[config.mk]
export PLATFORM = sky130hd
export DESIGN_NAME = dict_word_matcher
export DESIGN_NICKNAME = d
export VERILOG_FILES = /design/src/rtl/dict_word_matcher.sv
export SDC_FILE = /design/constraint.sdc
export NUM_CORES = 1
export LEC_CHECK = 0
export ABC_AREA = 1
export BUFFER_PORTS_ARGS = -buffer_cell sky130_fd_sc_hd__buf_2
export CAP_MARGIN = 20
export CELL_PAD_IN_SITES_DETAIL_PLACEMENT = 2
export CELL_PAD_IN_SITES_GLOBAL_PLACEMENT = 2
export CORE_UTILIZATION = 26
export DETAILED_ROUTE_END_ITERATION = 16
export PLACE_DENSITY = 0.82
export SETUP_SLACK_MARGIN = 0.2
export SYNTH_ARGS = -nofsm -noshare
export SYNTH_HDL_FRONTEND = slang
export SYNTH_SLANG_ARGS = --single-unit
[constraint.sdc]
create_clock -name clock -period 3.3 [get_ports clock]
set_clock_uncertainty 0.1 [all_clocks]
set_input_delay 0.33 -clock clock [delete_from_list [all_inputs] [get_ports clock]]
set_output_delay 0.33 -clock clock [all_outputs]
set_load 0.01 [all_outputs]
[src/rtl/dict_word_matcher.sv]
// dict_word_matcher
//   Dictionary search engine sitting between the processor and DictMem.
//   A start request latches a key and a compare mask, then the engine walks
//   DictMem from address 0 upward. Each 32-bit entry is compared against the
//   key under the mask until one of these happens:
//   - a hit is found;
//   - the end-of-dictionary sentinel word is read;
//   - the last address (DEPTH-1) has been examined.
//   The result is reported with a one-cycle done pulse.
//
// Ports
//   clock            in   1   system clock, all state changes on posedge
//   reset            in   1   asynchronous, active-high, clears all state
//   start            in   1   request pulse, honoured only in IDLE or DONE
//   key              in   32  word to find, latched on accepted start
//   mask             in   32  compare mask, latched on accepted start
//   busy             out  1   scan in progress
//   done             out  1   one-cycle result-valid pulse
//   found            out  1   1 = hit, 0 = miss, held until next accepted start
//   match_index      out  12  hit address (0 on miss), held likewise
//   address_dictmem  out  32  registered DictMem address, upper bits zero
//   q_dictmem        in   32  DictMem read data, one-cycle registered read
module dict_word_matcher #(
  parameter int          DEPTH  = 4096,
  parameter int          ADDR_W = 12,
  parameter logic [31:0] TERM   = 32'h0000_0000
) (
  input  logic              clock,
  input  logic              reset,
  input  logic              start,
  input  logic [31:0]       key,
  input  logic [31:0]       mask,
  output logic              busy,
  output logic              done,
  output logic              found,
  output logic [ADDR_W-1:0] match_index,
  output logic [31:0]       address_dictmem,
  input  logic [31:0]       q_dictmem
);

  localparam logic [ADDR_W-1:0] LAST_ADDR = ADDR_W'(DEPTH - 1);

  typedef enum logic [1:0] {
    S_IDLE,
    S_SCAN,
    S_DONE
  } state_t;

  state_t              state;
  logic [31:0]         key_r;
  logic [31:0]         mask_r;
  logic [ADDR_W-1:0]   addr_p0;
  logic [ADDR_W-1:0]   idx_p1;
  logic                vld_p1;

  // Only bits selected by the mask take part in the comparison.
  function automatic logic masked_eq(input logic [31:0] a,
                                     input logic [31:0] b,
                                     input logic [31:0] m);
    return ((a ^ b) & m) == 32'h0;
  endfunction

  assign address_dictmem = {{(32 - ADDR_W){1'b0}}, addr_p0};

  always_ff @(posedge clock or posedge reset) begin
    if (reset) begin
      state       <= S_IDLE;
      key_r       <= '0;
      mask_r      <= '0;
      addr_p0     <= '0;
      idx_p1      <= '0;
      vld_p1      <= 1'b0;
      busy        <= 1'b0;
      done        <= 1'b0;
      found       <= 1'b0;
      match_index <= '0;
    end else begin
      case (state)
        S_IDLE, S_DONE: begin
          done <= 1'b0;
          if (start) begin
            key_r       <= key;
            mask_r      <= mask;
            addr_p0     <= '0;
            vld_p1      <= 1'b0;
            found       <= 1'b0;
            match_index <= '0;
            busy        <= 1'b1;
            state       <= S_SCAN;
          end else if (state == S_DONE) begin
            state <= S_IDLE;
          end
        end

        S_SCAN: begin
          // Stage p1: q_dictmem holds entry idx_p1 whenever vld_p1 is set.
          // The sentinel is checked unmasked and takes priority over a hit.
          if (vld_p1 && (q_dictmem == TERM)) begin
            found       <= 1'b0;
            match_index <= '0;
            done        <= 1'b1;
            busy        <= 1'b0;
            state       <= S_DONE;
          end else if (vld_p1 && masked_eq(q_dictmem, key_r, mask_r)) begin
            found       <= 1'b1;
            match_index <= idx_p1;
            done        <= 1'b1;
            busy        <= 1'b0;
            state       <= S_DONE;
          end else if (vld_p1 && (idx_p1 == LAST_ADDR)) begin
            found       <= 1'b0;
            match_index <= '0;
            done        <= 1'b1;
            busy        <= 1'b0;
            state       <= S_DONE;
          end else begin
            // Stage p0: address runs ahead of the compare by one read latency
            // and parks on the last entry rather than wrapping to 0.
            if (addr_p0 < LAST_ADDR) begin
              addr_p0 <= addr_p0 + 1'b1;
            end
            idx_p1 <= addr_p0;
            vld_p1 <= 1'b1;
          end
        end

        default: begin
          state <= S_IDLE;
        end
      endcase
    end
  end

endmodule

* After elaboration in Yosys (flattened, before gate mapping)
Index checks and enable logic that the tools add are counted.
** Word-level totals
- Bits in registers :: 106
- Input port bits :: 99
- Word-level logic and storage cells :: 75
** Operators by class
- Add/sub/neg operators :: 1
- Magnitude comparators :: 1
- Equality and inequality tests :: 10
- Multiplexer cells :: 33
- Bitwise operators :: 5
- Reduce and logical (&&, ||, !) cells :: 15
** Operators by type and width (count)
- two-way mux 12 bit :: 8
- logical NOT 32 bit :: 2
- case mux 12 bit (2 select lines) :: 2
- AND 32 bit :: 1
- bitwise XOR 32 bit :: 1
- two-way mux 1 bit :: 13
- adder 12 x 1 -> 12 bit, second input constant :: 1
- equality test 12 bit, second input constant :: 1
- < comparator 12 bit, second input constant :: 1
- two-way mux 2 bit :: 5
- inequality test 2 bit, second input constant :: 5
- case mux 1 bit (2 select lines) :: 4
- AND reduction 2 bit :: 3
- AND reduction 6 bit :: 1
- AND reduction 5 bit :: 1
- inequality test 4 bit, second input constant :: 1
- case mux 2 bit (2 select lines) :: 1
- AND reduction 4 bit :: 1
- logical AND 1 bit :: 3
- inequality test 3 bit, second input constant :: 1
- inverter 1 bit :: 3
- AND reduction 3 bit :: 1
- equality test 2 x 1 -> 1 bit, second input constant :: 1
- equality test 2 bit, second input constant :: 1
- 3 further kinds :: 3

* Depth between registers and ports, before layout
- Depth after elaboration :: 7
- Depth in mapped cells :: 13
- Gate-level depth less buffers :: 12

* Least setup slack after synthesis
OpenSTA, ideal clock, no wires.
- Path type :: reg2reg
- From :: register addr_p0[0]
- To :: register addr_p0[8]
- Library setup time :: 0.117 ns
- Arrival time :: 1.604 ns
- Data required time :: 3.083 ns
- Setup slack :: 1.479 ns
- Cell stages (with the launch flop) :: 12
- Clock period less this slack :: 1.821 ns
- Cells stage by stage :: dfrtp_1 -> ha_1 -> nand2_1 -> nor2_2 -> nand2_1 -> nor2_2 -> nand3_2 -> nor3_2 -> a21oi_2 -> buf_2 -> nand3_1 -> nand2_1
** On the way
- Word-level cells in the longest chain between the ends :: 6
- Elaborated cells between the ends (all ways) :: 9
** Ends and longest elaborated chain
- start: declaration :: line 52 : logic [ADDR_W-1:0] addr_p0;
- start signal: assignment :: line 120 : addr_p0 <= addr_p0 + 1'b1;
- adder 12 x 1 -> 12 bit :: line 120
- two-way mux 12 bit :: line 119 : if (addr_p0 < LAST_ADDR) begin
- two-way mux 12 bit :: line 110 : end else if (vld_p1 && (idx_p1 == LAST_ADDR)) begin
- two-way mux 12 bit :: line 104 : end else if (vld_p1 && masked_eq(q_dictmem, key_r, mask_r)) begin
- two-way mux 12 bit :: line 98 : if (vld_p1 && (q_dictmem == TERM)) begin
- case mux 12 bit (2 select lines) :: line 78 : case (state)
Parallel ways exist; a longest one is shown, timed or not. The select of a mux whose other input is x is not followed.
A chain may end at the register's enable or synchronous reset.

* Worst setup path in the final report
- From :: register key_r[24]
- To :: register match_index[1]
** On the way
- Word-level cells in the longest chain between the ends :: 7
- Elaborated cells between the ends (all ways) :: 9
** Ends and longest elaborated chain
- start: declaration :: line 50 : logic [31:0] key_r;
- start signal: assignment :: line 82 : key_r <= key;
- bitwise XOR 32 bit * :: line 60 : return ((a ^ b) & m) == 32'h0;
- AND 32 bit * :: line 60
- logical NOT 32 bit * :: line 60
- logical AND 1 bit * :: line 104
- two-way mux 12 bit :: line 104
- two-way mux 12 bit :: line 98
- case mux 12 bit (2 select lines) :: line 78
- end signal: assignment :: line 106 : match_index <= idx_p1;
- end: declaration :: line 36 : output logic [ADDR_W-1:0] match_index,
Every way passes the cells marked *; elsewhere a longest branch is shown, timed or not.

==> impl_metrics.tcl <==
set metrics [dict create \
    io_buffers 125 \
    floorplan.initialDensity 0.266 \
    clock_path_buffers 2 \
    hold_viol_final 0 \
    startpoint_type "flop" \
    status "complete, no violations" \
    worst_slew_pin_slew_ns 0.732 \
    power_density_nw_per_um2 723 \
    dieWidth_um 146 \
    grt_overflow 0 \
    synth_top_area_frac 0.491 \
    synth_fa_ha_area_frac 0.00232 \
    ctsRootBufferMaster "clkbuf_16" \
    hold_class "input port to flop" \
    ys_seq_area_frac 0.491 \
    drt_wl_total_um 16900 \
    cts.htree.levels 3 \
    synth_mux_area_frac 0 \
    fillers 2485 \
    drive_above_1_share 0.182 \
    ys_top_cells_by_count "nand2_1, dfrtp_1, inv_1" \
    grt_pass1_vias 5641 \
    max-slew-margin-rel 0.511 \
    fin_nets 968 \
    cts-resized-gates 0 \
    fin_setup_tns_ns 0 \
    ir_drop_mv 0.266 \
    syn_to_final_growth_pct 21.0 \
    power_mw 4.73 \
    dieArea_sq_um 21400 \
    cp.arrival_ns 2.48 \
    drtIter0Drc 115 \
    worst-endpoint-required_ns 3.43 \
    end_kind "flop" \
    core_area_sq_um 20300 \
    die_h_um 146 \
    whs_ns 0.0734 \
    synth_xor_area_frac 0.00162 \
    cts_tree "done" \
    pin_count 146 \
    ys.flop_type "dfrtp_1" \
    antenna_found_initial 1 \
    avgSynthCellArea_sq_um 7.22 \
    yosys.area_share.simple 0.353 \
    grt_usage 0.168 \
    clk_pin_slew_ns 0.07 \
    cts_buffers 9 \
    placementRows 52 \
    synth_top_area_cell "dfrtp_1" \
    period_share 0.711 \
    setup_viol 0 \
    synth_compound_area_frac 0.0477 \
    max-cap-violations 0 \
    grt_pass1_wl_um 28500 \
    vias 5089 \
    critPathSlowestCell "dfrtp_1" \
    viasPerCell 4.45 \
    drc 0 \
    detailedPlacementHpwl_um 13000 \
    synth_cell_type_count 30 \
    path_class "flop to flop" \
    place_area_sq_um 6250 \
    postSynthCellCount 748 \
    critPathMaxFanout 23 \
    place_congestion 0.769 \
    clk_latency_ns 0.35 \
    first_pass_iters 4 \
    fmax_mhz 426 \
    slew_violations 0 \
    cp_cell_sequence "or2_2 > nand3_1 > nand4_1 > nor2_1 > nand3_1 > nand2_2 > o21ai_2 > nand2_1 > nand2_1" \
    synth_top_family_by_area "simple AND/OR/NAND/NOR gates" \
    post-synth-top-count-cell "nand2_1" \
    design_area_sq_um 6540 \
    cts_num_sinks 106 \
    grt_max_degree 54 \
    synth_edf_count 0 \
    total_leakage_power_nw 3.65 \
    routedWlPerCell_um 14.8 \
    ys_ff_latch 106 \
    rsz0062_at_grt "false" \
    final.min_clock_period_ns 2.35 \
    critPathMaxStageDelay_ns 0.40 \
    post-route-util 0.322 \
    syn-cell-area_sq_um 5400 \
    async_flop_share 1.00 \
    drtAntennaViolNets 0 \
    yosysWarningCount 0 \
    yosys-top-cells-area "dfrtp_1, nand2_1, nand3_1, inv_1, o21ai_0" \
]
-- critical path, delay by kind of cell, from the launching register on --
family | cells | cell delay (ns)
compound gates | 1 | 0.28
flops | 1 | 0.40
simple gates | 8 | 1.45
-- layer usage --
metal	global-route usage	vias up	share of wire
met5	0	-	0
met4	0.0531	0	0.019
met3	0.0238	18	0.027
met2	0.298	88	0.49
met1	0.209	2482	0.46
li1	-	2501	-
-- cell families (layout without fill, tap and decap cells) --
kind of cell,Yosys count,in the layout
AND/OR/NAND/NOR,467,467
XOR/XNOR,1,1
buffers and inverters,123,228
AO/OA/AOI/OAI,49,49
adder cells (fa/ha/maj),1,1
other,1,21
flip-flops,106,106
-- per-stage QoR --
stage | cells | worst slack, ns
after floorplan | 767 | 1.48
after global placement | 1126 | 0.967
after detailed placement | 1126 | 0.893
after CTS | 1142 | 0.892
after global routing | 1143 | 0.683
final | 1143 | 0.954
-- power by group --
| group | total, mW | switching, mW | internal, mW | leakage, nW |
|---|---|---|---|---|
| registers | 2.01 | 0.275 | 1.73 | 1.36 |
| logic | 1.68 | 1.14 | 0.538 | 2.15 |
| clock network | 1.04 | 0.490 | 0.550 | 0.138 |
| total | 4.73 | 1.91 | 2.82 | 3.65 |
-- cell usage in the layout, fill, tap and decap left out, types with 2 or more instances in the layout --
| cell | n |
|---|---|
| nand2_2 | 2 |
| clkinvlp_4 | 2 |
| clkinv_2 | 2 |
| nor2_2 | 2 |
| conb_1 | 20 |
| o21ai_0 | 41 |
| clkbuf_16 | 9 |
| buf_4 | 6 |
| nand3_1 | 62 |
| nor4_1 | 2 |
| nand3_2 | 2 |
| clkbuf_8 | 2 |
| or2_1 | 2 |
| inv_1 | 77 |
| nand4_1 | 11 |
| nor3_1 | 5 |
| buf_2 | 125 |
| dfrtp_1 | 106 |
| nor2_1 | 47 |
| nand2_1 | 329 |
| a21oi_1 | 4 |
-- flip-flops by register name, summed over array words and instances, names as in the netlist --
signal and cells:
key_r 32, mask_r 32, addr_p0 12, idx_p1 12, match_index 12, state 2
busy 1, done 1, found 1, vld_p1 1
-- final timing paths --
| path | startpoint | to | slack [ns] | depth (start not counted) |
|---|---|---|---|---|
| max | key_r[24] | match_index[1] | 0.95 | 9 |
| max reg2reg | key_r[24] | match_index[1] | 0.95 | 9 |
| min reg2reg | match_index[4] | match_index[4] | 0.38 | 2 |
| min | mask[6] | mask_r[6] | 0.07 | 3 |
| min in group asynchronous | reset | addr_p0[8] | 0.56 | 3 |
| max in group asynchronous | reset | mask_r[0] | 1.76 | 4 |
-- timing repair --
item	CTS	global route
endpoints found under the hold margin	5	0
hold buffers	1	0
setup buffers	0	0
-- area by class of cell --
cell class | count | area, sq um | share of cell area
sequential | 106 | 2650 | 0.406
multi-input combinational | 538 | 2260 | 0.346
timing repair buffer | 133 | 701 | 0.107
tap | 270 | 338 | 0.0517
inverter | 80 | 304 | 0.0465
clock buffer | 11 | 253 | 0.0387
clock inverter | 4 | 26.3 | 0.00402
antenna | 1 | 2.50 | 0.000383
(Power assumes the default switching activity.)
